--- config.mk ---
export PLATFORM = sky130hd
export DESIGN_NAME = mem_access_flat
export DESIGN_NICKNAME = d
export VERILOG_FILES = /design/src/rtl/mem_access_pkg.sv /design/src/rtl/mem_access_if.sv /design/src/rtl/mem_access_load_align.sv /design/src/rtl/mem_access.sv /design/src/flat_wrapper.sv
export SDC_FILE = /design/constraint.sdc
export NUM_CORES = 1
export LEC_CHECK = 0
export CAP_MARGIN = 30
export CORE_UTILIZATION = 42
export CTS_CLUSTER_DIAMETER = 150
export DETAILED_ROUTE_END_ITERATION = 10
export GPL_ROUTABILITY_DRIVEN = 1
export HOLD_SLACK_MARGIN = 0.05
export PLACE_DENSITY = 0.81
export REMOVE_ABC_BUFFERS = 1
export SETUP_SLACK_MARGIN = 0.3
export SYNTH_ARGS = -nofsm -noshare
export SYNTH_HDL_FRONTEND = slang
export SYNTH_SLANG_ARGS = --single-unit
export TNS_END_PERCENT = 10
--- constraint.sdc ---
create_clock -name clk -period 2.5 [get_ports clk]
set_input_delay 0.25 -clock clk [delete_from_list [all_inputs] [get_ports clk]]
set_output_delay 0.25 -clock clk [all_outputs]
set_load 0.05 [all_outputs]
--- src/rtl/mem_access_pkg.sv ---
// Shared types and helpers for the MEM-stage data-access unit.
// Covers operation and state encodings, bus size codes, and lane/alignment helpers.
package mem_access_pkg;

  typedef enum logic [3:0] {
    MOP_NONE = 4'd0,
    MOP_LB   = 4'd1,
    MOP_LBU  = 4'd2,
    MOP_LH   = 4'd3,
    MOP_LHU  = 4'd4,
    MOP_LW   = 4'd5,
    MOP_SB   = 4'd6,
    MOP_SH   = 4'd7,
    MOP_SW   = 4'd8
  } mem_op_t;

  typedef enum logic [1:0] {
    ST_IDLE = 2'd0,
    ST_REQ  = 2'd1,
    ST_WAIT = 2'd2,
    ST_DONE = 2'd3
  } mem_state_t;

  localparam logic [1:0] SIZE_BYTE = 2'd0;
  localparam logic [1:0] SIZE_HALF = 2'd1;
  localparam logic [1:0] SIZE_WORD = 2'd2;

  function automatic logic op_is_store(mem_op_t op);
    return (op == MOP_SB) || (op == MOP_SH) || (op == MOP_SW);
  endfunction

  function automatic logic [1:0] op_size(mem_op_t op);
    logic [1:0] sz;
    case (op)
      MOP_LB, MOP_LBU, MOP_SB: sz = SIZE_BYTE;
      MOP_LH, MOP_LHU, MOP_SH: sz = SIZE_HALF;
      default:                 sz = SIZE_WORD;
    endcase
    return sz;
  endfunction

  // Halfword accesses need addr[0]==0, word accesses need addr[1:0]==0.
  function automatic logic addr_misaligned(mem_op_t op, logic [1:0] lo);
    logic bad;
    case (op)
      MOP_LH, MOP_LHU, MOP_SH: bad = lo[0];
      MOP_LW, MOP_SW:          bad = |lo;
      default:                 bad = 1'b0;
    endcase
    return bad;
  endfunction

  function automatic logic [31:0] store_lanes(mem_op_t op, logic [31:0] w);
    logic [31:0] r;
    case (op)
      MOP_SB:  r = {4{w[7:0]}};
      MOP_SH:  r = {2{w[15:0]}};
      default: r = w;
    endcase
    return r;
  endfunction

endpackage

--- src/rtl/mem_access_if.sv ---
// SRAM-like data bus between the MEM-stage access unit (master) and memory (slave).
interface mem_access_if #(
  parameter int AW = 32,
  parameter int DW = 32
);
  logic          data_req;
  logic          data_wr;
  logic [1:0]    data_size;
  logic [AW-1:0] data_addr;
  logic [DW-1:0] data_wdata;
  logic          data_addr_ok;
  logic          data_data_ok;
  logic [DW-1:0] data_rdata;

  modport master (
    output data_req,
    output data_wr,
    output data_size,
    output data_addr,
    output data_wdata,
    input  data_addr_ok,
    input  data_data_ok,
    input  data_rdata
  );

  modport slave (
    input  data_req,
    input  data_wr,
    input  data_size,
    input  data_addr,
    input  data_wdata,
    output data_addr_ok,
    output data_data_ok,
    output data_rdata
  );
endinterface

--- src/rtl/mem_access_load_align.sv ---
// Combinational load alignment: picks the addressed byte/half lane from a raw bus
// word and sign- or zero-extends it. Stateless so it can be reused on other load paths.
module load_align
  import mem_access_pkg::*;
(
  input  mem_op_t     op,
  input  logic [1:0]  addr_lo,
  input  logic [31:0] raw,
  output logic [31:0] result
);

  logic [7:0]  lane [4];
  logic [7:0]  byte_sel;
  logic [15:0] half_sel;

  for (genvar gi = 0; gi < 4; gi++) begin : g_lane
    assign lane[gi] = raw[gi*8 +: 8];
  end

  always_comb begin
    byte_sel = lane[addr_lo];
    half_sel = addr_lo[1] ? raw[31:16] : raw[15:0];
    case (op)
      MOP_LB:  result = {{24{byte_sel[7]}}, byte_sel};
      MOP_LBU: result = {24'd0, byte_sel};
      MOP_LH:  result = {{16{half_sel[15]}}, half_sel};
      MOP_LHU: result = {16'd0, half_sel};
      default: result = raw;
    endcase
  end

endmodule

--- src/rtl/mem_access.sv ---
// MEM-stage data-access unit: flags misaligned accesses, runs one bus transaction at a
// time over the req/addr_ok/data_ok bus, and stalls older stages while it is outstanding.
module mem_access
  import mem_access_pkg::*;
#(
  parameter int AW = 32,
  parameter int DW = 32
) (
  input  logic          clk,
  input  logic          rst,
  input  logic          m_valid,
  input  mem_op_t       m_mem_op,
  input  logic [AW-1:0] m_addr,
  input  logic [DW-1:0] m_wdata,
  input  logic          m_flush,
  mem_access_if.master  bus,
  output logic [DW-1:0] m_rdata,
  output logic          m_done,
  output logic          m_stall,
  output logic          m_adel,
  output logic          m_ades,
  output logic [AW-1:0] m_badvaddr
);

  mem_state_t    state_q, state_d;
  logic          drop_q, drop_d;
  logic [AW-1:0] addr_q, addr_d;
  logic [DW-1:0] wdata_q, wdata_d;
  logic [1:0]    size_q, size_d;
  logic          wr_q, wr_d;
  mem_op_t       op_q, op_d;
  logic [DW-1:0] rdata_q, rdata_d;

  logic          misaligned;
  logic          issue;
  logic          discard;
  logic [31:0]   aligned;

  load_align u_load_align (
    .op      (op_q),
    .addr_lo (addr_q[1:0]),
    .raw     (bus.data_rdata),
    .result  (aligned)
  );

  // Address errors are judged on the live MEM-stage inputs, not the latched request.
  always_comb begin
    misaligned = m_valid && addr_misaligned(m_mem_op, m_addr[1:0]);
    m_adel     = misaligned && !op_is_store(m_mem_op);
    m_ades     = misaligned && op_is_store(m_mem_op);
    m_badvaddr = misaligned ? m_addr : '0;
    issue      = (state_q == ST_IDLE) && m_valid && (m_mem_op != MOP_NONE)
                 && !misaligned && !m_flush;
  end

  always_comb begin
    state_d = state_q;
    drop_d  = drop_q;
    addr_d  = addr_q;
    wdata_d = wdata_q;
    size_d  = size_q;
    wr_d    = wr_q;
    op_d    = op_q;
    rdata_d = rdata_q;
    // A flush arriving on the completion cycle also discards the response.
    discard = drop_q || m_flush;

    case (state_q)
      ST_IDLE: begin
        if (issue) begin
          addr_d  = m_addr;
          wdata_d = store_lanes(m_mem_op, m_wdata);
          size_d  = op_size(m_mem_op);
          wr_d    = op_is_store(m_mem_op);
          op_d    = m_mem_op;
          drop_d  = 1'b0;
          state_d = ST_REQ;
        end
      end
      ST_REQ: begin
        if (m_flush) drop_d = 1'b1;
        if (bus.data_addr_ok && bus.data_data_ok) begin
          if (!discard && !wr_q) rdata_d = aligned;
          drop_d  = 1'b0;
          state_d = discard ? ST_IDLE : ST_DONE;
        end else if (bus.data_addr_ok) begin
          state_d = ST_WAIT;
        end
      end
      ST_WAIT: begin
        if (m_flush) drop_d = 1'b1;
        if (bus.data_data_ok) begin
          if (!discard && !wr_q) rdata_d = aligned;
          drop_d  = 1'b0;
          state_d = discard ? ST_IDLE : ST_DONE;
        end
      end
      ST_DONE: begin
        state_d = ST_IDLE;
      end
      default: begin
        state_d = ST_IDLE;
      end
    endcase
  end

  always_ff @(posedge clk) begin
    if (rst) begin
      state_q <= ST_IDLE;
      drop_q  <= 1'b0;
      addr_q  <= '0;
      wdata_q <= '0;
      size_q  <= 2'd0;
      wr_q    <= 1'b0;
      op_q    <= MOP_NONE;
      rdata_q <= '0;
    end else begin
      state_q <= state_d;
      drop_q  <= drop_d;
      addr_q  <= addr_d;
      wdata_q <= wdata_d;
      size_q  <= size_d;
      wr_q    <= wr_d;
      op_q    <= op_d;
      rdata_q <= rdata_d;
    end
  end

  // Bus fields come straight from the latched request so they stay stable until addr_ok.
  assign bus.data_req   = (state_q == ST_REQ);
  assign bus.data_wr    = wr_q;
  assign bus.data_size  = size_q;
  assign bus.data_addr  = addr_q;
  assign bus.data_wdata = wdata_q;

  assign m_rdata = rdata_q;
  assign m_done  = (state_q == ST_DONE);
  assign m_stall = issue || (state_q == ST_REQ) || (state_q == ST_WAIT);

endmodule

--- src/flat_wrapper.sv ---
// flat-port wrapper written by rule: the top's interface ports become plain ports
module mem_access_flat import mem_access_pkg::*;
#(
  parameter int AW = 32,
  parameter int DW = 32
)
  (clk, rst, m_valid, m_mem_op, m_addr, m_wdata, m_flush, m_rdata, m_done, m_stall, m_adel, m_ades, m_badvaddr, bus_data_req, bus_data_wr, bus_data_size, bus_data_addr, bus_data_wdata, bus_data_addr_ok, bus_data_data_ok, bus_data_rdata);
  mem_access_if #(.AW(AW), .DW(DW)) bus_i ();
  input  logic clk;
  input  logic rst;
  input  logic m_valid;
  input  mem_op_t m_mem_op;
  input  logic [AW-1:0] m_addr;
  input  logic [DW-1:0] m_wdata;
  input  logic m_flush;
  output logic [DW-1:0] m_rdata;
  output logic m_done;
  output logic m_stall;
  output logic m_adel;
  output logic m_ades;
  output logic [AW-1:0] m_badvaddr;
  output wire logic [$bits(bus_i.data_req)-1:0] bus_data_req;
  output wire logic [$bits(bus_i.data_wr)-1:0] bus_data_wr;
  output wire logic [$bits(bus_i.data_size)-1:0] bus_data_size;
  output wire logic [$bits(bus_i.data_addr)-1:0] bus_data_addr;
  output wire logic [$bits(bus_i.data_wdata)-1:0] bus_data_wdata;
  input wire logic [$bits(bus_i.data_addr_ok)-1:0] bus_data_addr_ok;
  input wire logic [$bits(bus_i.data_data_ok)-1:0] bus_data_data_ok;
  input wire logic [$bits(bus_i.data_rdata)-1:0] bus_data_rdata;
  assign bus_data_req = bus_i.data_req;
  assign bus_data_wr = bus_i.data_wr;
  assign bus_data_size = bus_i.data_size;
  assign bus_data_addr = bus_i.data_addr;
  assign bus_data_wdata = bus_i.data_wdata;
  assign bus_i.data_addr_ok = bus_data_addr_ok;
  assign bus_i.data_data_ok = bus_data_data_ok;
  assign bus_i.data_rdata = bus_data_rdata;
  mem_access #(.AW(AW), .DW(DW)) u_core (.clk(clk), .rst(rst), .m_valid(m_valid), .m_mem_op(m_mem_op), .m_addr(m_addr), .m_wdata(m_wdata), .m_flush(m_flush), .bus(bus_i), .m_rdata(m_rdata), .m_done(m_done), .m_stall(m_stall), .m_adel(m_adel), .m_ades(m_ades), .m_badvaddr(m_badvaddr));
endmodule
==> results.py, run 1 <==
metrics = {
    "timing": {
        "slew_headroom": 0.595,
        "drv_slew": 0,
        "min_period_over_period": 0.868,
        "tightestPinTransition_ps": 604,
        "rsz0062_at_grt": "true",
        "hold_viol_final": 0,
        "min_period_ps": 2170,
        "setup_ws_ps": 329,
        "timing.fmax_mhz": 461,
        "setup_viol": 0,
        "skew_ps": 8.57,
        "setup_tns_ps": 0,
    },
    "grt": {
        "first_global_vias": 5929,
        "grt_pass1_wl_um": 30200,
        "gr-usage-all-layers": 0.298,
        "grt-ovfl-total": 0,
        "antenna_found_initial": 1,
        "grt_max_degree": 46,
    },
    "synthesis": {
        "synth_area_per_cell_um2": 8.06,
        "synth_cell_types": 56,
        "mappedNetlistArea_um2": 5220,
        "synthTopCellsByCount": "nand2_1, dfxtp_1, a21oi_1",
        "synthMostInstantiatedCell": "nand2_1",
        "ys_warn_count": 0,
        "ys_ff_latch": 106,
        "synth_top_area_cell": "dfxtp_1",
        "synth_edf_count": 0,
        "synth-seq-area-share": 0.406,
        "synth_ff_type": "dfxtp_1",
        "synth_area_leaders": "dfxtp_1, nand2_1, a21oi_1",
        "netlist_instances": 648,
        "synth_top_area_share": 0.406,
        "ys_async_sr_fraction": 0,
    },
    "clock_tree": {
        "htree_levels": 3,
        "numCtsBuffers": 9,
        "insertion_delay_ps": 340,
        "cts_tree": "yes",
        "clkTransAtPathRegs_ps": 70,
        "clockBufferDepth": 2,
        "cts.sink_count": 106,
        "root_buffer": "clkbuf_16",
    },
    "setup_path": {
        "cp.depth": 7,
        "r2r-end": "u_core.bus.data_wdata[15]",
        "critPathKind": "in2out",
        "critPathMaxStageDelay_ps": 560,
        "startpoint_type": "input pin",
        "critPathMaxFanout": 8,
        "critPathArrivalTime_ps": 1920,
        "reg2regPathDepth": 9,
        "crit_start": "m_mem_op[1]",
        "endpoint_kind": "output port",
        "r2r_start": "u_core.state_q[1]",
        "worstPathCellList": "clkbuf_4 > or4b_4 > a31oi_4 > buf_6 > bufbuf_16 > and2_4 > buf_12",
        "worstPathRequired_ps": 2250,
        "cp_slowest_cell": "or4b_4",
        "r2r_setup_slack_ps": 450,
        "crit_buf_inv": 4,
        "crit_family": "simple AND/OR/NAND/NOR gates",
    },
    "job": {
        "cap_viol_max_count": 0,
    },
    "floorplanning": {
        "start_util": 0.433,
        "num_rows": 40,
        "die_width_um": 114,
        "ios": 242,
        "die-area_um2": 12900,
        "core_area_um2": 12100,
        "die_y_um": 114,
    },
    "placement": {
        "place_ws_ps": -12.0,
        "dp_hpwl_um": 13700,
        "io_buffers": 241,
        "place_congestion": 0.868,
    },
    "power_and_ir_drop": {
        "totalPowerFinal_mw": 5.49,
        "p_leak_nw": 3.17,
        "power.density_nw_per_um2": 626,
        "ir_drop_mv": 0.374,
    },
    "route": {
        "antenna_left": 0,
        "drc": 0,
        "drtIter0Drc": 445,
        "viasPerCell": 5.53,
        "routedWlPerCell_um": 18.3,
        "num_vias": 5875,
        "firstDrtPassIters": 7,
        "wl_um": 19400,
    },
    "cells_and_area": {
        "syn_to_final_growth_pct": 68.0,
        "drive_gt1_frac": 0.174,
        "postLayoutCoreUtil": 0.728,
        "final_nets": 1000,
    },
    "hold_path": {
        "holdCritPathClass": "in2reg",
        "hold_start": "m_mem_op[0]",
        "holdPathStages": 4,
        "min_to": "u_core.op_q[0]",
    },
    "outcome": {
        "status": "completed",
    },
}
area by class of cell:
type | count | area [um2]
inverters | 9 | 33.8
repair buffers | 280 | 3190
multi-input cells | 483 | 2910
diodes | 1 | 2.50
fillers | 864 | 3280
clock buffers | 14 | 254
well taps | 168 | 210
flip-flops and latches | 106 | 2120
clock inverters | 2 | 60.1
worst max-delay path by stage:
stage | end
after floorplan | m_ades
final | m_badvaddr[17]
after CTS | m_badvaddr[31]
after global placement | m_ades
after detailed placement | m_ades
after global routing | m_badvaddr[17]
flip-flops by register name, summed over array words and instances, names as in the netlist:
signal,flops
u_core.bus.data_addr,32
u_core.bus.data_wdata,32
u_core.m_rdata,32
u_core.op_q,4
u_core.bus.data_size,2
u_core.state_q,2
u_core.bus.data_wr,1
u_core.drop_q,1
cells by family after synthesis:
group,count (synthesis),synth area share
simple gates,271,0.238
flops,106,0.406
buf+inv,59,0.0568
fa+ha+maj,5,0.0120
xor+xnor,1,0.00168
mux,26,0.0520
compound gates,180,0.234
report_power, final:
part,internal [mW],switching (mW)
combinational,0.798,1.23
sequential,1.84,0.102
clock,0.908,0.607
total,3.55,1.94
per-stage QoR:
step	instance area [um2]	hold slack (ps)	cells
3_5_place_dp	8210	447	1036
4_1_cts	8740	345	1059
3_3_place_gp	8210	435	1036
2_1_floorplan	4960	315	598
6_report	8780	312	1063
5_1_grt	8780	318	1063
tightest hold or removal path, cell delays in order:
cell	delay, ps
buf_6	110
buf_6	130
nand2_1	50
a21oi_1	50
timing repair:
action,in CTS,in global routing
endpoints found under the setup margin,35,21
pin swaps,4,4
setup buffers,4,3
gates cloned,3,0
gates resized for setup,50,11
hold buffers,0,0
cells in the final DEF (no fill, tap or decap), types with 6 or more instances in the layout:
master           Yosys  layout
a21oi_1             67      67
inv_1                9       9
a211oi_2             9       9
a211oi_1            23      23
mux2_2               9       9
o21ai_0             20      20
o22ai_1              6       6
o31ai_1              6       6
a221oi_1             7       7
o211ai_1            16      16
clkbuf_16            0       9
dfxtp_1            106     106
mux2i_1             17      17
and2_4               0      25
clkdlybuf4s50_1      0     199
nor2_1              42      41
and2_1              33       8
or2_2                6       6
buf_12               0      40
nand2_1            158     157
o22a_1               7       7
buf_4                2      29
metal layers:
layer  GRT usage  vias up  part of all wire
met1       0.330     2767              0.36
met4       0.127        0             0.039
met5           0        -                 0
met3      0.0988       61              0.10
met2       0.522      305              0.49
li1            -     2742                 -
(Power assumes the default switching activity.)
==> run 2, diff against run 1 <==
--- a/config.mk
+++ b/config.mk
@@ -6,12 +6,12 @@
 export NUM_CORES = 1
 export LEC_CHECK = 0
 export CAP_MARGIN = 30
-export CORE_UTILIZATION = 42
+export CORE_UTILIZATION = 45
 export CTS_CLUSTER_DIAMETER = 150
 export DETAILED_ROUTE_END_ITERATION = 10
 export GPL_ROUTABILITY_DRIVEN = 1
 export HOLD_SLACK_MARGIN = 0.05
-export PLACE_DENSITY = 0.81
+export PLACE_DENSITY = 0.86
 export REMOVE_ABC_BUFFERS = 1
 export SETUP_SLACK_MARGIN = 0.3
 export SYNTH_ARGS = -nofsm -noshare
==> constraint.sdc (replaced) <==
create_clock -name clk -period 2.6 [get_ports clk]
set_input_delay 0.26 -clock clk [delete_from_list [all_inputs] [get_ports clk]]
set_output_delay 0.26 -clock clk [all_outputs]
set_load 0.05 [all_outputs]
==> run 2 against run 1 <==
  * Setup slack worse by 23 ps
  * Worst hold slack better by 14 ps
  * Highest routed layer unchanged
  * Non-clock buffer count down 12
  * Critical endpoint is now m_ades
  * Utilization up 4.8 points
==> results.py, run 2 (synthesized netlist as in run 1, its figures left out) <==
metrics = {
    "outcome": {
        "status": "completed",
    },
    "route": {
        "antenna_left": 0,
        "viasPerCell": 5.76,
        "drc": 0,
        "dr_wl_met2_um": 9980,
        "firstDrtPassIters": 5,
        "wl_um": 19800,
        "wl_met3_um": 1980,
        "top_layer": "met4",
        "routedWlPerCell_um": 19.3,
        "met1_length_um": 7260,
        "drtIter0Drc": 399,
        "num_vias": 5909,
    },
    "clock_tree": {
        "htree_levels": 3,
        "cts_tree": "yes",
        "numCtsBuffers": 9,
        "clkTransAtPathRegs_ps": 70,
        "root_buffer": "clkbuf_16",
        "clockBufferDepth": 2,
        "insertion_delay_ps": 350,
        "cts.sink_count": 106,
        "cts_hold_buf": 0,
    },
    "grt": {
        "antenna_found_initial": 2,
        "first_global_vias": 5723,
        "grt_max_degree": 81,
        "grt-ovfl-total": 0,
        "grt_pass1_wl_um": 28400,
        "gr-usage-all-layers": 0.306,
    },
    "setup_path": {
        "r2r_start": "u_core.state_q[1]",
        "critPathMaxFanout": 8,
        "startpoint_type": "input pin",
        "worstPathRequired_ps": 2340,
        "endpoint_kind": "output port",
        "critPathKind": "in2out",
        "cp_slowest_cell": "dlygate4sd2_1",
        "worstPathCellList": "dlygate4sd2_1 > buf_4 > nand2_1 > a211o_1 > a31oi_4 > buf_6 > buf_16 > nor2b_4 > buf_12",
        "critPathMaxStageDelay_ps": 350,
        "crit_family": "buffers and inverters",
        "crit_start": "m_mem_op[1]",
        "critPathArrivalTime_ps": 2030,
        "crit_buf_inv": 5,
    },
    "placement": {
        "place_area_um2": 8090,
        "io_buffers": 241,
        "dp_cells": 1001,
        "place_congestion": 0.880,
        "dp_hpwl_um": 13300,
    },
    "floorplanning": {
        "start_util": 0.472,
        "num_rows": 38,
        "ios": 242,
        "core_area_um2": 11100,
        "die_y_um": 110,
        "die_width_um": 110,
        "die-area_um2": 12000,
    },
    "timing": {
        "slew_headroom": 0.562,
        "timing.fmax_mhz": 436,
        "drv_slew": 0,
        "tightestPinTransition_ps": 653,
        "min_period_ps": 2290,
        "setup_viol": 0,
        "rsz0062_at_grt": "true",
        "skew_ps": 11.8,
        "hold_viol_final": 0,
        "min_period_over_period": 0.882,
    },
    "power_and_ir_drop": {
        "p_leak_nw": 3.11,
        "power.internal_mw": 3.15,
        "totalPowerFinal_mw": 5.06,
        "power.switching_mw": 1.91,
        "power.density_nw_per_um2": 590,
        "switching_share": 0.377,
        "power_frac_comb": 0.380,
        "ir_drop_mv": 0.379,
        "seqPwrFrac": 0.369,
        "power.clock.fraction": 0.251,
    },
    "hold_path": {
        "holdCritPathClass": "in2reg",
        "hold_start": "m_addr[0]",
    },
    "cells_and_area": {
        "design_area_um2": 8590,
        "drive_gt1_frac": 0.171,
        "final_cell_mix": "clkdlybuf4s50_1, nand2_1, dfxtp_1",
        "instances_no_fill": 1025,
        "final_nets": 989,
        "syn_to_final_growth_pct": 64.5,
        "final_common_cell": "clkdlybuf4s50_1",
    },
    "job": {
        "cap_viol_max_count": 0,
    },
}
==> run 2: routing by layer <==
| layer | global-route usage | vias up |
|---|---|---|
| li1 | - | 2726 |
| met1 | 0.328 | 2815 |
| met2 | 0.560 | 314 |
| met3 | 0.0972 | 54 |
| met4 | 0.110 | 0 |
| met5 | 0 | - |
==> run 2: final cells by class <==
class	count	area, um2
repair buffers	268	3040
well taps	140	175
clock inverters	6	42.5
flip-flops and latches	106	2120
inverters	9	33.8
diodes	2	5.00
multi-input cells	484	2950
fillers	722	2490
clock buffers	10	229
==> run 2: timing repair <==
| item | in CTS | in global routing |
|---|---|---|
| setup buffers | 2 | 1 |
| cloned | 1 | 2 |
| pin swaps | 2 | 4 |
| setup endpoints to repair | 64 | 112 |
| gates resized for setup | 33 | 19 |
| hold endpoints to repair | 0 | 0 |
==> run 2: worst paths after layout <==
path	endpoint	slack, ps	cells after the start
setup / recovery	m_ades	310	9
hold / removal	u_core.bus.data_addr[0]	330	3
setup reg to reg	u_core.m_rdata[20]	450	8
hold reg to reg	u_core.bus.data_wdata[12]	460	2
==> run 2: worst min-delay path: stages <==
cell            delay (ps)
dlymetal6s2s_1         200
nand2_1                100
a21oi_1                 60
==> run 2: through the flow <==
| step | util | setup WS, ps | hold WS [ps] | setup TNS, ps |
|---|---|---|---|---|
| final | 0.775 | 306 | 326 | 0 |
| after global routing | 0.775 | 276 | 366 | 0 |
| after CTS | 0.766 | 169 | 381 | 0 |
| after detailed placement | 0.730 | -151 | 447 | -2450 |
| after global placement | 0.730 | -23.9 | 438 | -46.8 |
| after floorplan | - | -189 | 325 | -357 |
==> run 2: power groups by stage <==
stage | clock network, mW | logic (mW) | registers [mW]
after floorplan | 0 | 0.601 | 2.35
after global placement | 0 | 1.81 | 1.89
after detailed placement | 0 | 1.85 | 1.90
after CTS | 1.28 | 1.88 | 1.86
after global routing | 1.36 | 2.02 | 1.88
final | 1.27 | 1.93 | 1.87
==> run 3, diff against run 2 <==
--- a/config.mk
+++ b/config.mk
@@ -6,12 +6,12 @@
 export NUM_CORES = 1
 export LEC_CHECK = 0
 export CAP_MARGIN = 30
-export CORE_UTILIZATION = 45
+export CORE_UTILIZATION = 35
 export CTS_CLUSTER_DIAMETER = 150
 export DETAILED_ROUTE_END_ITERATION = 10
 export GPL_ROUTABILITY_DRIVEN = 1
 export HOLD_SLACK_MARGIN = 0.05
-export PLACE_DENSITY = 0.86
+export PLACE_DENSITY = 0.7
 export REMOVE_ABC_BUFFERS = 1
 export SETUP_SLACK_MARGIN = 0.3
 export SYNTH_ARGS = -nofsm -noshare
==> run 3 against run 2 <==
  * Setup slack got worse by 100 ps
  * Highest routed layer unchanged
  * Die area increased by 28%
  * Combinational power about the same
  * Sequential power about the same
  * Non-clock buffer count increased by 6
  * Clock-buffer cell count unchanged
  * Clock power increased by 15%
  * Clock skew decreased by 2.4 ps
  * Critical path depth decreased by 2
==> results.py, run 3 (synthesized netlist as in run 1, its figures left out) <==
metrics = {
    "outcome": {
        "status": "completed",
    },
    "clock_tree": {
        "numCtsBuffers": 9,
        "clkTransAtPathRegs_ps": 80,
        "root_buffer": "clkbuf_16",
        "insertion_delay_ps": 360,
        "clockBufferDepth": 2,
        "cts.sink_count": 106,
        "htree_levels": 3,
        "cts_hold_buf": 0,
        "cts_tree": "yes",
    },
    "hold_path": {
        "holdPathStages": 4,
        "holdCritPathClass": "in2reg",
    },
    "timing": {
        "hold_viol_final": 0,
        "tightestPinTransition_ps": 975,
        "skew_ps": 9.39,
        "rsz0062_at_grt": "true",
        "min_period_ps": 2400,
        "timing.fmax_mhz": 417,
        "setup_viol": 0,
        "min_period_over_period": 0.923,
        "drv_slew": 0,
        "slew_headroom": 0.350,
    },
    "route": {
        "routedWlPerCell_um": 17.8,
        "viasPerCell": 5.21,
        "drc": 0,
        "num_vias": 5592,
        "firstDrtPassIters": 4,
        "antenna_left": 0,
        "drtIter0Drc": 393,
        "wl_um": 19100,
    },
    "power_and_ir_drop": {
        "power.density_nw_per_um2": 600,
        "p_leak_nw": 3.13,
        "ir_drop_mv": 0.357,
        "totalPowerFinal_mw": 5.24,
    },
    "floorplanning": {
        "start_util": 0.359,
        "die_width_um": 124,
        "die_y_um": 124,
        "die-area_um2": 15400,
        "ios": 242,
        "core_area_um2": 14500,
        "num_rows": 44,
    },
    "cells_and_area": {
        "final_nets": 995,
        "syn_to_final_growth_pct": 67.3,
        "num-fill-cells": 1303,
        "design_area_um2": 8740,
        "final_common_cell": "clkdlybuf4s50_1",
        "postLayoutCoreUtil": 0.601,
        "drive_gt1_frac": 0.163,
        "final_cell_mix": "clkdlybuf4s50_1, nand2_1, dfxtp_1",
    },
    "grt": {
        "gr-usage-all-layers": 0.239,
        "grt_busiest_layer": "met2",
        "use_met1": 0.279,
        "grt-ovfl-total": 0,
        "antenna_found_initial": 1,
        "met3_usage": 0.106,
        "grt_pass1_wl_um": 28000,
        "grt_max_degree": 81,
        "first_global_vias": 5384,
        "grt_util_met2": 0.395,
    },
    "setup_path": {
        "endpoint_kind": "register",
        "critPathArrivalTime_ps": 2690,
        "startpoint_type": "register",
        "critPathKind": "reg2reg",
        "worstPathRequired_ps": 2890,
        "r2r_setup_slack_ps": 200,
        "reg2regPathDepth": 7,
        "critPathMaxFanout": 40,
    },
    "job": {
        "cap_viol_max_count": 0,
    },
    "placement": {
        "place_congestion": 0.845,
        "io_buffers": 241,
        "dp_hpwl_um": 13000,
        "place_area_um2": 8180,
    },
}
[run 3: what timing repair did]
action,in CTS,in global routing
resized for setup,40,0
pin swaps,2,1
gates cloned,4,1
buffers inserted,4,0
setup endpoints to repair,54,98
[run 3: per-layer routing]
layer / share of wire / vias up
met5: 0 / -
met3: 0.12 / 11
li1: - / 2745
met1: 0.40 / 2613
met4: 0.0091 / 0
met2: 0.48 / 223
[run 3: power breakdown]
part / internal (mW) / switching (mW) / leakage, nW
combinational: 0.748 / 1.17 / 2.12
sequential: 1.77 / 0.0911 / 0.862
clock: 0.786 / 0.674 / 0.151
total: 3.30 / 1.94 / 3.13
[run 3: metrics by stage]
| stage | hold WS [ps] | instances | setup TNS [ps] | worst slack, ps |
|---|---|---|---|---|
| 2_1_floorplan | 325 | 598 | -357 | -189 |
| 3_3_place_gp | 438 | 1048 | 0 | 78.3 |
| 3_5_place_dp | 444 | 1048 | 0 | 39.6 |
| 4_1_cts | 309 | 1072 | 0 | 255 |
| 5_1_grt | 325 | 1074 | 0 | 78.6 |
| 6_report | 325 | 1074 | 0 | 201 |
[run 3: worst paths after layout]
kind	from	to
max reg2reg	u_core.state_q[0]	u_core.bus.data_wdata[20]
min	m_mem_op[2]	u_core.op_q[2]
min reg2reg	u_core.bus.data_addr[15]	u_core.bus.data_addr[15]
max	u_core.state_q[0]	u_core.bus.data_wdata[20]
[run 3: final cells by class]
type	instances	area (um2)	area share
clock inverters	6	75.1	0.00859
clock buffers	10	239	0.0274
diodes	1	2.50	0.000286
well taps	184	230	0.0263
repair buffers	274	3150	0.360
flip-flops and latches	106	2120	0.243
multi-input cells	484	2890	0.330
inverters	9	33.8	0.00387
[run 3: worst max-delay path, cell delays in order, from the launching register on]
cell	delay, ps
dfxtp_1	330
inv_1	110
ha_1	170
inv_1	80
nor4_4	340
and4_2	950
nor2_1	110
a211oi_2	210
==> variant 1: new RTL, config.mk and constraints of run 1 <==
`AW` is set to 32 in 3 places; all go to 64.
--- a/src/rtl/mem_access_if.sv
+++ b/src/rtl/mem_access_if.sv
@@ -1,6 +1,6 @@
 // SRAM-like data bus between the MEM-stage access unit (master) and memory (slave).
 interface mem_access_if #(
-  parameter int AW = 32,
+  parameter int AW = 64,
   parameter int DW = 32
 );
   logic          data_req;
--- a/src/rtl/mem_access.sv
+++ b/src/rtl/mem_access.sv
@@ -3,7 +3,7 @@
 module mem_access
   import mem_access_pkg::*;
 #(
-  parameter int AW = 32,
+  parameter int AW = 64,
   parameter int DW = 32
 ) (
   input  logic          clk,
--- a/src/flat_wrapper.sv
+++ b/src/flat_wrapper.sv
@@ -1,7 +1,7 @@
 // flat-port wrapper written by rule: the top's interface ports become plain ports
 module mem_access_flat import mem_access_pkg::*;
 #(
-  parameter int AW = 32,
+  parameter int AW = 64,
   parameter int DW = 32
 )
   (clk, rst, m_valid, m_mem_op, m_addr, m_wdata, m_flush, m_rdata, m_done, m_stall, m_adel, m_ades, m_badvaddr, bus_data_req, bus_data_wr, bus_data_size, bus_data_addr, bus_data_wdata, bus_data_addr_ok, bus_data_data_ok, bus_data_rdata);
Interface: changed (resized bus_data_addr, m_addr and m_badvaddr); port bits go from 242 to 338. The function was not compared with the original's and may differ.
==> variant 1 against run 1 <==
- power rose by 31%
- critical endpoint is now m_badvaddr[16]
- largest cell class unchanged
- synthesized cell count increased by 29%
- sequential cell count rose by 32
- sequential power grew 27%
- worst setup slack got worse by 0.041 ns
- synthesized area rose by 27%
- cell area increased by 32%
- wire length grew 43%
- global-route usage rose by 3.8 points
==> variant 1: results (changes against run 1) <==
* Met1 global-route usage at 35.12% (was 33.03%)
* Largest stage delay, worst path at 0.33 ns (was 0.56 ns)
* Vias/cell at 5.577 (was 5.527)
* Routed wl met3 at 2.684 mm (was 1.990 mm)
* Tot GR Track Use at 33.63% (was 29.84%)
* Setup skew after layout at 0.01040 ns (was 0.008571 ns)
* Syn avg cell area at 7.891 um^2 (was 8.061 um^2)
* Max-slew headroom at 48.64% (was 59.50%)
* Adder-cell share of the synthesized area at 0.9461% (was 1.198%)
* Status: completed (unchanged)
* Seq/Total Area, Yosys at 41.78% (was 40.62%)
* DR WL met2 at 13.98 mm (was 9.617 mm)
* CP Data Arrival Time at 1.96 ns (was 1.92 ns)
* Crit-path slowest cell: or2_4 (was or4b_4)
* Worst R2R End: u_core.m_rdata[1]$_SDFFE_PP0P_ (was u_core.bus.data_wdata[15]$_SDFFE_PP0P_)
* ANT cells at 0 (was 1)
* Ranking of synthesized cells by area: dfxtp_1, nand2_1, a21oi_1 (unchanged)
* Reg-to-Reg Start: u_core.op_q[0]$_SDFFE_PP0P_ (was u_core.state_q[1]$_SDFFE_PP0P_)
* IO Port Bufs at 337 (was 241)
* Clock Pin Slew Worst Setup and Hold Paths at 0.05 ns (was 0.07 ns)
* FF-to-FF path depth at 4 (was 9)
* Routed WL at 27.80 mm (was 19.44 mm)
* Flop-to-flop setup slack at 0.34 ns (was 0.45 ns)
* Per-cell routed wire length at 20.23 um (was 18.28 um)
* Post-synthesis cell type count at 58 (was 56)
* Layout cells sized above 1 at 14.27% (was 17.45%)
* Multiplexer share of the synthesized area at 4.011% (was 5.198%)
* Fin nets at 1293 (was 1000)
* Top layer in use: met5 (was met4)
* DP HPWL at 19.88 mm (was 13.72 mm)
* Synth Area in XOR/XNOR at 0.2649% (was 0.1677%)
* Hold depth at 2 (was 4)
* # H-tree levels at 4 (was 3)
* First-pass GRT wire length at 41.97 mm (was 30.22 mm)
* Dpl ws at 0.08448 ns (was -0.01199 ns)
## variant 1: changes by cell type after synthesis, moves of 11 or more
cell and change:
a211oi_1 -21, a21oi_1 +56, and2_1 -33, and3_1 +65, clkbuf_1 +15, dfxtp_1 +32
nand2_1 +40, nor2_1 +11, nor3_1 +28, o21ai_0 -18
## variant 1: report_power, final
group	total, W	internal (W)	switching (W)
sequential	0.00246	0.00236	0.0000978
combinational	0.00223	0.000864	0.00137
clock	0.00253	0.00160	0.000926
total	0.00722	0.00483	0.00239
## variant 1: timing repair
action                                  4_1_cts  5_1_grt
endpoints found under the setup margin       69       68
cloned                                        2        1
pin swaps                                     2        2
gates resized for setup                       8        8
buffers inserted                              2        5
## variant 1: area by class of cell
class | count | area [um^2] | share of cell area, %
clock buffer | 27 | 513.0 | 4.442
clock inverter | 5 | 81.33 | 0.7042
inverter | 8 | 30.03 | 0.2600
multi-input combinational | 618 | 3493 | 30.25
sequential | 138 | 2764 | 23.93
tap | 211 | 264.0 | 2.286
timing repair buffer | 367 | 4404 | 38.13
==> variant 2: new RTL, config.mk and constraints of run 1 <==
Without the edit above. Reset style: asynchronous (`rst`), changed in one clocked block.
--- a/src/rtl/mem_access.sv
+++ b/src/rtl/mem_access.sv
@@ -104,7 +104,7 @@
     endcase
   end
 
-  always_ff @(posedge clk) begin
+  always_ff @(posedge clk or posedge rst) begin
     if (rst) begin
       state_q <= ST_IDLE;
       drop_q  <= 1'b0;
Behaviour: differs if rst is asserted again (counterexample within 4 cycles, from zero or initial values and one cycle with rst high); with rst held inactive, the same outputs for 4 cycles.
==> variant 2 against run 1 <==
- global-route usage down 4.7 points
- critical endpoint is now m_stall
- fmax down 1.0%
- cell area up 5.9%
- count of clock-buffer cells in the layout down 4
- sequential cell count unchanged
- hold slack worse by 0.051 ns
- wire length down 8.8%
- via count down 17%
- synthesized area up 13%
- critical path type is now reg2out
- worst setup slack worse by 0.023 ns
Power is not compared: it rests on default switching activity, and its combinational part moved more than twofold at a synthesized area within 25%.
==> variant 2: results (changes against run 1) <==
* Worst R2R End: u_core.state_q[1]$_DFFE_PP0P_ (was u_core.bus.data_wdata[15]$_SDFFE_PP0P_)
* Ranking of synthesized cells by area: dfrtp_1, mux2_4, mux2_2 (was dfxtp_1, nand2_1, a21oi_1)
* Fillers at 964 (was 864)
* CP max FO at 9 (was 8)
* FF-to-FF path depth at 8 (was 9)
* Main flop type after synthesis: dfrtp_1 (was dfxtp_1)
* Setup skew after layout at 0.005882 ns (was 0.008571 ns)
* Met2 Resource Use GR at 43.50% (was 52.24%)
* Asr flop ratio synth at 100.0% (was 0%)
* Synth Area in XOR/XNOR at 0.2981% (was 0.1677%)
* Initial antenna violation count at 5 (was 1)
* Dpl ws at 0.01616 ns (was -0.01199 ns)
* Status: completed (unchanged)
* Met1 wire length at 6.653 mm (was 7.068 mm)
* Routed wl met3 at 1.751 mm (was 1.990 mm)
* Number of global-route vias before repair at 5347 (was 5929)
* Fin worst setup slack at 0.3063 ns (was 0.3289 ns)
* First-pass GRT wire length at 28.03 mm (was 30.22 mm)
* Tot GR Track Use at 25.19% (was 29.84%)
* Crit-path slowest cell: dfrtp_1 (was or4b_4)
* Met1 global-route usage at 27.98% (was 33.03%)
* WHS at 0.2609 ns (was 0.3123 ns)
* Post-synthesis cell type count at 50 (was 56)
* Worst-Margin Slew at 0.5745 ns (was 0.6039 ns)
* Placer's final routability congestion estimate at 0.8542 (was 0.8684)
* Initial DRC count at 333 (was 445)
* DP HPWL at 13.46 mm (was 13.72 mm)
* Met3 global-route usage at 8.821% (was 9.883%)
* DRT Pass-1 Iters at 4 (was 7)
* Compound-Gate Fraction of Synth Area at 8.346% (was 23.38%)
* Seq/Total Area, Yosys at 45.14% (was 40.62%)
* Largest stage delay, worst path at 0.42 ns (was 0.56 ns)
* Commonest cells post-synth: dfrtp_1, mux2_4, nand2_1 (was nand2_1, dfxtp_1, a21oi_1)
* Hold Crit Class: in2async (was in2reg)
* Fin nets at 860 (was 1000)
* Critical path destination: m_stall (was m_badvaddr[17])
* Flop-to-flop setup slack at 0.38 ns (was 0.45 ns)
* Adder-cell share of the synthesized area at 1.065% (was 1.198%)
* Worst skew pair latency at 0.36 ns (was 0.34 ns)
## variant 2: cell type report
cell class,count,area share [%]
tap,176,2.368
sequential,106,28.54
timing repair buffer,268,32.75
clock inverter,6,1.709
inverter,9,0.3903
clock buffer,10,2.570
antenna,3,0.08074
multi-input combinational,355,31.58
## variant 2: what timing repair did
action	4_1_cts	5_1_grt
resized for setup	7	9
hold buffers	0	0
pin swaps	0	1
setup buffers	1	0
endpoints found under the setup margin	63	68
## variant 2: metrics by stage
stage	power (W)	util (%)	cells	area, um^2
global placement	0.01103	65.69	913	8837
detailed placement	0.01122	65.69	913	8837
CTS	0.01319	68.87	930	9265
global route	0.01373	69.09	932	9295
finish	0.01318	69.11	933	9298
floorplan	0.008386	-	470	5589
## variant 2: power breakdown
part	total [W]	leakage, nW	switching, W	internal, W
registers	0.00324	1.25	0.000650	0.00259
clock network	0.00186	0.193	0.000648	0.00121
logic	0.00808	2.73	0.00493	0.00315
total	0.0132	4.18	0.00623	0.00695
